--- config.mk ---
export PLATFORM = sky130hd
export DESIGN_NAME = interrupt_sequencer
export DESIGN_NICKNAME = d
export VERILOG_FILES = /design/src/rtl/interrupt_sequencer_pkg.sv /design/src/rtl/interrupt_sequencer_drain_counter.sv /design/src/rtl/interrupt_sequencer.sv
export SDC_FILE = /design/constraint.sdc
export NUM_CORES = 1
export LEC_CHECK = 0
export CORE_MARGIN = 3
export CORE_UTILIZATION = 40
export DETAILED_ROUTE_END_ITERATION = 8
export GPL_ROUTABILITY_DRIVEN = 0
export PLACE_DENSITY = 0.8
export SYNTH_ARGS = -nofsm -noshare
export SYNTH_HDL_FRONTEND = slang
export SYNTH_HIERARCHICAL = 1
export SYNTH_SLANG_ARGS = --single-unit
--- constraint.sdc ---
create_clock -name i_clk -period 1.7 [get_ports i_clk]
set_clock_uncertainty 0.2 [all_clocks]
set_input_delay 0.34 -clock i_clk [delete_from_list [all_inputs] [get_ports i_clk]]
set_output_delay 0.34 -clock i_clk [all_outputs]
set_load 0.005 [all_outputs]
--- src/rtl/interrupt_sequencer_pkg.sv ---
// Shared fetch-side definitions: interrupt sequencer state encoding and the
// micro-op kinds it injects, so decode can interpret the same codes.
package interrupt_sequencer_pkg;

    // Sequencer states; IDLE must stay encoded as zero (reset value)
    typedef enum logic [2:0] {
        ST_IDLE       = 3'd0,
        ST_CAPTURE    = 3'd1,
        ST_PUSH_HI    = 3'd2,
        ST_PUSH_LO    = 3'd3,
        ST_PUSH_FLAGS = 3'd4,
        ST_JUMP       = 3'd5,
        ST_DRAIN      = 3'd6
    } seq_state_e;

    // Injected micro-op kinds as seen by decode
    typedef enum logic [1:0] {
        KIND_PUSH_PC_HI  = 2'd0,
        KIND_PUSH_PC_LO  = 2'd1,
        KIND_PUSH_FLAGS  = 2'd2,
        KIND_JUMP_VECTOR = 2'd3
    } uop_kind_e;

    // Bits needed to hold max_val, never less than one
    function automatic int cnt_width(input int max_val);
        int w;
        w = 1;
        for (int i = 1; i < 31; i++) begin
            if ((max_val >> i) != 0) begin
                w = i + 1;
            end
        end
        return w;
    endfunction

endpackage

--- src/rtl/interrupt_sequencer_drain_counter.sv ---
// Down-counter used to time the quiet period after the jump micro-op.
// Load has priority over decrement; the count saturates at zero.
module drain_counter #(
    parameter int W = 2
) (
    input  logic         i_clk,
    input  logic         i_rst_n,
    input  logic         i_load,
    input  logic [W-1:0] i_load_val,
    input  logic         i_dec,
    output logic         o_zero
);

    logic [W-1:0] count_q;
    logic [W-1:0] count_d;

    // Next count: load, else decrement while non-zero, else hold
    always_comb begin
        count_d = count_q;
        if (i_load) begin
            count_d = i_load_val;
        end else if (i_dec && (count_q != '0)) begin
            count_d = count_q - 1'b1;
        end
    end

    // Count register, cleared by reset
    always_ff @(posedge i_clk or negedge i_rst_n) begin
        if (!i_rst_n) begin
            count_q <= '0;
        end else begin
            count_q <= count_d;
        end
    end

    assign o_zero = (count_q == '0);

endmodule

--- src/rtl/interrupt_sequencer.sv ---
// Interrupt entry sequencer: on an interrupt request it freezes fetch,
// captures the next PC and injects PUSH_PC_HI, PUSH_PC_LO, PUSH_FLAGS and
// JUMP_VECTOR micro-ops into decode, then drains before accepting another.
// All outputs are decoded from registered state only.
module interrupt_sequencer
    import interrupt_sequencer_pkg::*;
#(
    parameter int PC_W         = 32,
    parameter int DRAIN_CYCLES = 3
) (
    input  logic            i_clk,
    input  logic            i_rst_n,
    input  logic            i_interrupt_call,
    input  logic [PC_W-1:0] i_pc,
    input  logic            i_stall,
    output logic            o_fetch_hold,
    output logic            o_inject_valid,
    output logic [1:0]      o_inject_kind,
    output logic [PC_W-1:0] o_inject_data,
    output logic            o_hold_enable,
    output logic            o_busy
);

    localparam int HALF_W     = PC_W / 2;
    // The counter is loaded on the JUMP hand-off; DRAIN lasts load+1 cycles
    localparam int DRAIN_LOAD = (DRAIN_CYCLES > 0) ? (DRAIN_CYCLES - 1) : 0;
    localparam int CNT_W      = cnt_width(DRAIN_LOAD);

    seq_state_e      state_q;
    seq_state_e      state_d;
    logic [PC_W-1:0] saved_pc_q;
    logic [PC_W-1:0] saved_pc_d;
    logic            pending_q;
    logic            pending_d;

    logic            drain_load;
    logic            drain_dec;
    logic            drain_zero;

    logic [PC_W-1:0] pc_hi_ext;
    logic [PC_W-1:0] pc_lo_ext;

    assign pc_hi_ext = {{HALF_W{1'b0}}, saved_pc_q[PC_W-1:HALF_W]};
    assign pc_lo_ext = {{(PC_W-HALF_W){1'b0}}, saved_pc_q[HALF_W-1:0]};

    drain_counter #(
        .W (CNT_W)
    ) u_drain_counter (
        .i_clk      (i_clk),
        .i_rst_n    (i_rst_n),
        .i_load     (drain_load),
        .i_load_val (CNT_W'(DRAIN_LOAD)),
        .i_dec      (drain_dec),
        .o_zero     (drain_zero)
    );

    // State, captured PC and pending-request registers
    always_ff @(posedge i_clk or negedge i_rst_n) begin
        if (!i_rst_n) begin
            state_q    <= ST_IDLE;
            saved_pc_q <= '0;
            pending_q  <= 1'b0;
        end else begin
            state_q    <= state_d;
            saved_pc_q <= saved_pc_d;
            pending_q  <= pending_d;
        end
    end

    // Next-state logic plus state-decoded outputs
    always_comb begin
        state_d        = state_q;
        saved_pc_d     = saved_pc_q;
        pending_d      = pending_q;
        drain_load     = 1'b0;
        drain_dec      = 1'b0;
        o_fetch_hold   = 1'b0;
        o_inject_valid = 1'b0;
        o_inject_kind  = KIND_PUSH_PC_HI;
        o_inject_data  = '0;

        // A request arriving while busy is remembered once; extras are lost
        if ((state_q != ST_IDLE) && i_interrupt_call) begin
            pending_d = 1'b1;
        end

        case (state_q)
            ST_IDLE: begin
                if (i_interrupt_call || pending_q) begin
                    state_d   = ST_CAPTURE;
                    pending_d = 1'b0;
                end
            end
            ST_CAPTURE: begin
                o_fetch_hold = 1'b1;
                saved_pc_d   = i_pc;
                state_d      = ST_PUSH_HI;
            end
            ST_PUSH_HI: begin
                o_fetch_hold   = 1'b1;
                o_inject_valid = 1'b1;
                o_inject_kind  = KIND_PUSH_PC_HI;
                o_inject_data  = pc_hi_ext;
                if (!i_stall) begin
                    state_d = ST_PUSH_LO;
                end
            end
            ST_PUSH_LO: begin
                o_fetch_hold   = 1'b1;
                o_inject_valid = 1'b1;
                o_inject_kind  = KIND_PUSH_PC_LO;
                o_inject_data  = pc_lo_ext;
                if (!i_stall) begin
                    state_d = ST_PUSH_FLAGS;
                end
            end
            ST_PUSH_FLAGS: begin
                o_fetch_hold   = 1'b1;
                o_inject_valid = 1'b1;
                o_inject_kind  = KIND_PUSH_FLAGS;
                if (!i_stall) begin
                    state_d = ST_JUMP;
                end
            end
            ST_JUMP: begin
                o_fetch_hold   = 1'b1;
                o_inject_valid = 1'b1;
                o_inject_kind  = KIND_JUMP_VECTOR;
                if (!i_stall) begin
                    if (DRAIN_CYCLES == 0) begin
                        state_d = ST_IDLE;
                    end else begin
                        state_d    = ST_DRAIN;
                        drain_load = 1'b1;
                    end
                end
            end
            ST_DRAIN: begin
                // Fetch resumes here; stall has no effect on the drain timer
                if (drain_zero) begin
                    state_d = ST_IDLE;
                end else begin
                    drain_dec = 1'b1;
                end
            end
            default: begin
                state_d = ST_IDLE;
            end
        endcase
    end

    assign o_busy        = (state_q != ST_IDLE);
    assign o_hold_enable = ~o_busy;

endmodule

Yosys cells after proc, flatten, opt, wreduce, memory -nomap -nowiden
Index checks and enable logic that the tools add are counted.
{"block": "word_totals", "input_bits": 36, "output_inout_bits": 38, "register_bits": 38}
{"block": "op_classes", "n_eq_ne": 12, "n_bitwise": 1, "n_reduce_logical": 11, "addsub": 1, "mux": 20}
{"operator": "$pmux W16 S2", "count": 1}
{"operator": "$pmux W3 S7", "count": 1}
{"operator": "$mux W3", "count": 6}
{"operator": "$ne A2 B2 Y1 const B", "count": 6}
{"operator": "$eq A3 B3 Y1 const B", "count": 3}
{"operator": "$mux W1", "count": 9}
{"operator": "$eq A3 B2 Y1 const B", "count": 2}
{"operator": "$pmux W2 S3", "count": 1}
{"operator": "$reduce_and A6 Y1", "count": 1}
{"operator": "$reduce_or A5 Y1", "count": 1}
{"operator": "$mux W2", "count": 2}
{"operator": "$reduce_bool A2 Y1", "count": 2}
{"operator": "$reduce_or A4 Y1", "count": 1}
{"operator": "$eq A3 B1 Y1 const B", "count": 1}
{"operator": "$logic_not A3 Y1", "count": 1}
{"operator": "$reduce_bool A3 Y1", "count": 1}
{"operator": "$logic_and A1 B1 Y1", "count": 2}
{"operator": "$logic_not A2 Y1", "count": 1}
{"operator": "$sub A2 B1 Y2 const B", "count": 1}
{"operator": "$logic_or A1 B1 Y1", "count": 1}
{"operator": "$not A1 Y1", "count": 1}

Longest topological paths before layout
{"block": "depth", "ltp_word": 6, "ltp_mapped": 5}

Cells and area by module
Netlist, hierarchy kept.
{"mod": "interrupt_sequencer", "area_per_inst_um2": 1829.3, "cells_each": 149, "instances": 1, "seq_area_each_um2": 900.9}
{"mod": "drain_counter", "area_per_inst_um2": 132.6, "cells_each": 13, "instances": 1, "seq_area_each_um2": 50.0}

Worst setup path before layout
Ideal clock, no wire load.
{"block": "synth_timing", "kind": "reg-to-reg", "start": "register state_q[0]", "end": "register u_drain_counter.count_q[1]", "n_path_buf": 2, "setup_slack_ns": -0.017, "period_less_slack_ns": 1.717, "t_required_ns": 1.384, "t_arrival_ns": 1.401, "path_stages_with_launch": 6, "path_cell_list": "dfrtp_1 -> buf_2 -> buf_2 -> nor3_1 -> or4b_1 -> o311ai_0"}
{"block": "synth_via", "elab_chain_cells": 4}
{"item": "from (decl)", "line_no": "interrupt_sequencer.sv:29", "rtl": "seq_state_e state_q;"}
{"item": "from (signal assigned)", "line_no": "interrupt_sequencer.sv:64", "rtl": "state_q <= state_d;"}
{"item": "$eq A3 B3 Y1", "line_no": "interrupt_sequencer.sv:87", "rtl": "case (state_q)"}
{"item": "$mux W1", "line_no": "interrupt_sequencer.sv:87"}
{"item": "via drain_dec", "line_no": "interrupt_sequencer.sv:37", "rtl": "logic drain_dec;"}
{"item": "$logic_and A1 B1 Y1", "line_no": "interrupt_sequencer_drain_counter.sv:22", "rtl": "end else if (i_dec && (count_q != '0)) begin"}
{"item": "$reduce_bool A2 Y1 (no source line)"}
{"item": "to (signal assigned)", "line_no": "interrupt_sequencer_drain_counter.sv:32", "rtl": "count_q <= count_d;"}
{"item": "to (decl)", "line_no": "interrupt_sequencer_drain_counter.sv:14", "rtl": "logic [W-1:0] count_q;"}
The timed path passes the listed nets, and every way through them passes these cells.
A chain may end at the register's enable or synchronous reset.

Final worst setup path
{"block": "layout_timing", "start": "register state_q[1]", "end": "register u_drain_counter.count_q[1]"}
The elaborated chain is that of the path after synthesis.

==> impl_metrics.tcl <==
set metrics [dict create \
    fp.dieW_um 76.04 \
    r2r_cells 8 \
    drv_cap 0 \
    fin_crit_ns 1.934 \
    grt_pass1_wl_um 8004 \
    final_util 0.7172 \
    diodes 0 \
    synth_flop_cell "dfrtp_1" \
    clkLatencyLatePin_ns 0.28 \
    cts_root_buf "clkbuf_8" \
    crit_type "reg -> reg" \
    clk_path_buf_depth 2 \
    drtIter0Drc 40 \
    track_usage 0.1723 \
    syn_area_um2 1962 \
    postRouteWirelength_um 4929 \
    yosys_warnings 6 \
    grt_pass1_vias 1600 \
    start_kind "register" \
    grt_overflow_total 0 \
    critical_path.slowest_cell "or4b_4" \
    hpwl_um 2784 \
    finalSetupViolCount 57 \
    register_area_um2 952.2 \
    postSynthAreaPerCell_um2 12.11 \
    timing.fmax_ghz 0.5171 \
    crit_family "simple AND/OR/NAND/NOR gates" \
    core_area_um2 4534 \
    power_mw 6.357 \
    nFillCells 318 \
    cts_tree "yes" \
    vdd_drop_max_mv 0.9067 \
    arrival_ns 1.92 \
    hold_viol_final 0 \
    cts.sinks 38 \
    final_antenna_net_count 0 \
    crit_buf_inv 4 \
    cp_max_fo 4 \
    dr.pass1.iters 4 \
    ios 74 \
    initial_core_util 0.4327 \
    end_kind "register" \
    grt_max_degree 20 \
    rows 24 \
    async_reset_ff_frac 1.000 \
    rsz0062_at_grt "true" \
    die_h_um 76.04 \
    r2r_setup_slack_ns -0.23 \
    violations "setup timing" \
    netlist_instances 162 \
    fin_crit_sh 1.138 \
    cpPeakStageDelay_ns 0.50 \
    port_buffers 57 \
    num-nets-final 293 \
    hold_path.class "in -> async" \
    yosysUniqueCellTypes 29 \
    cts_made_buffers 5 \
    path_cells "buf_6, buf_6, buf_6, buf_6, nand2_4, nor3_4, or4b_4, o311ai_4" \
    cts.reportedPaths.clkPinSlew_ns 0.08 \
    via_per_inst 4.655 \
    crit_path_frequent_cell "buf_6" \
    detail_route.wl_per_cell_um 15.31 \
    p_per_area_nw_per_um2 1955 \
    drc_errors 0 \
    ys_ff_latch 38 \
    h-tree-depth 2 \
    ys_seq_area_frac 0.4847 \
    worst_slack_ns -0.2339 \
    drv_slew 0 \
    antenna_found_initial 0 \
    r2r_start "state_q[1]" \
    critical_path_required_ns 1.69 \
    status "finished with violations" \
    cp_num_cells 8 \
    p_leak_nw 1.545 \
    multi_input_area_um2 1096 \
    synth_edf_count 0 \
    vias 1499 \
    setup_tns_ns -10.27 \
    dieArea_um2 5781 \
    layout-drive-gt1-share 0.4669 \
    reg2reg_to "u_drain_counter/count_q[1]" \
    syn2layout_area_growth_pct 65.75 \
]
kinds of logic (layout without fill, tap and decap cells):
group	count (synthesis)	in the layout	synth area share
flops	38	38	0.4847
buf+inv	29	108	0.1020
fa+ha+maj	1	1	0.006377
xor+xnor	2	2	0.008930
simple gates	33	33	0.08929
compound gates	7	7	0.02870
mux	50	50	0.2761
other cells	2	18	0.003828
routing by layer:
layer / routed length (µm) / part of all wire / vias up / GRT usage
met3: 223 / 0.045 / 4 / 0.03783
li1: - / - / 706 / -
met1: 2155 / 0.44 / 744 / 0.2082
met5: 0 / 0 / - / 0
met2: 2493 / 0.51 / 45 / 0.3059
met4: 57 / 0.012 / 0 / 0.05435
cell usage in the layout (no fill, tap or decap), drive strengths merged, types with 3 or more instances in the layout:
cell | netlist | routed
clkdlybuf4s50 | 0 | 34
clkbuf | 0 | 6
conb | 2 | 18
dfrtp | 38 | 38
mux2i | 17 | 17
nand2 | 3 | 3
buf | 26 | 62
mux2 | 33 | 33
inv | 3 | 3
nor2 | 18 | 18
what timing repair did:
action                                 in CTS  in global routing
hold buffers                                1                  0
setup buffers                              15                  6
setup endpoints to repair                  56                 58
resized for setup                         152                 21
gates cloned                                5                  0
endpoints found under the hold margin      10                  0
pin swaps                                  11                 15
worst register-to-register path, stage by stage (launching register included):
cell      delay, ns
dfrtp_2        0.38
buf_6          0.11
buf_6          0.09
buf_6          0.10
buf_6          0.11
nand2_4        0.05
nor3_4         0.21
or4b_4         0.51
o311ai_4       0.08
flip-flops by register name, indices dropped and copies added, names as in the netlist:
name and cells:
pending_q 1, saved_pc_q 32, state_q 3, u_drain_counter/count_q 2
how the worst max path moves through the flow:
stage / start / end / slack [ns]
2_1_floorplan: state_q[0] / u_drain_counter/count_q[1] / 0.02
3_3_place_gp: state_q[1] / o_hold_enable / -0.23
3_5_place_dp: state_q[1] / o_hold_enable / -0.25
4_1_cts: state_q[0] / u_drain_counter/count_q[1] / -0.25
5_1_grt: state_q[0] / o_inject_data[10] / -0.31
6_report: state_q[1] / u_drain_counter/count_q[1] / -0.23
cell type report:
type / instances / share of cell area
inverters: 3 / 0.004232
well taps: 65 / 0.02501
clock buffers: 6 / 0.02539
repair buffers: 97 / 0.2970
multi-input cells: 111 / 0.3371
flip-flops and latches: 38 / 0.2928
clock inverters: 2 / 0.01847
Yosys cell counts (all sizes together), types with 2 or more instances:
library cell / instances / area [µm²]
dfrtp: 38 / 950.9
mux2: 33 / 371.6
buf: 26 / 188.9
nor2: 18 / 67.56
mux2i: 17 / 170.2
inv: 3 / 11.26
nand2: 3 / 11.26
conb: 2 / 7.510
nand2b: 2 / 12.51
nor2b: 2 / 12.51
nor3b: 2 / 26.28
o2bb2ai: 2 / 17.52
or4b: 2 / 20.02
metrics by stage:
step | std cells | setup WS, ns | hold WS, ns | instance area, µm²
6_report | 322 | -0.2339 | 0.2832 | 3252
3_3_place_gp | 290 | -0.2271 | 0.05130 | 2630
3_5_place_dp | 290 | -0.2537 | 0.04062 | 2630
4_1_cts | 319 | -0.2499 | 0.2890 | 3176
5_1_grt | 322 | -0.3140 | 0.2949 | 3252
2_1_floorplan | 178 | 0.01519 | -0.1556 | 2027
report_power, final:
group          internal (mW)  switching, mW
combinational           2.39           1.39
sequential              1.38          0.280
clock                  0.626          0.302
total                   4.39           1.97
Note: power is estimated with default switching activity, not from simulation.
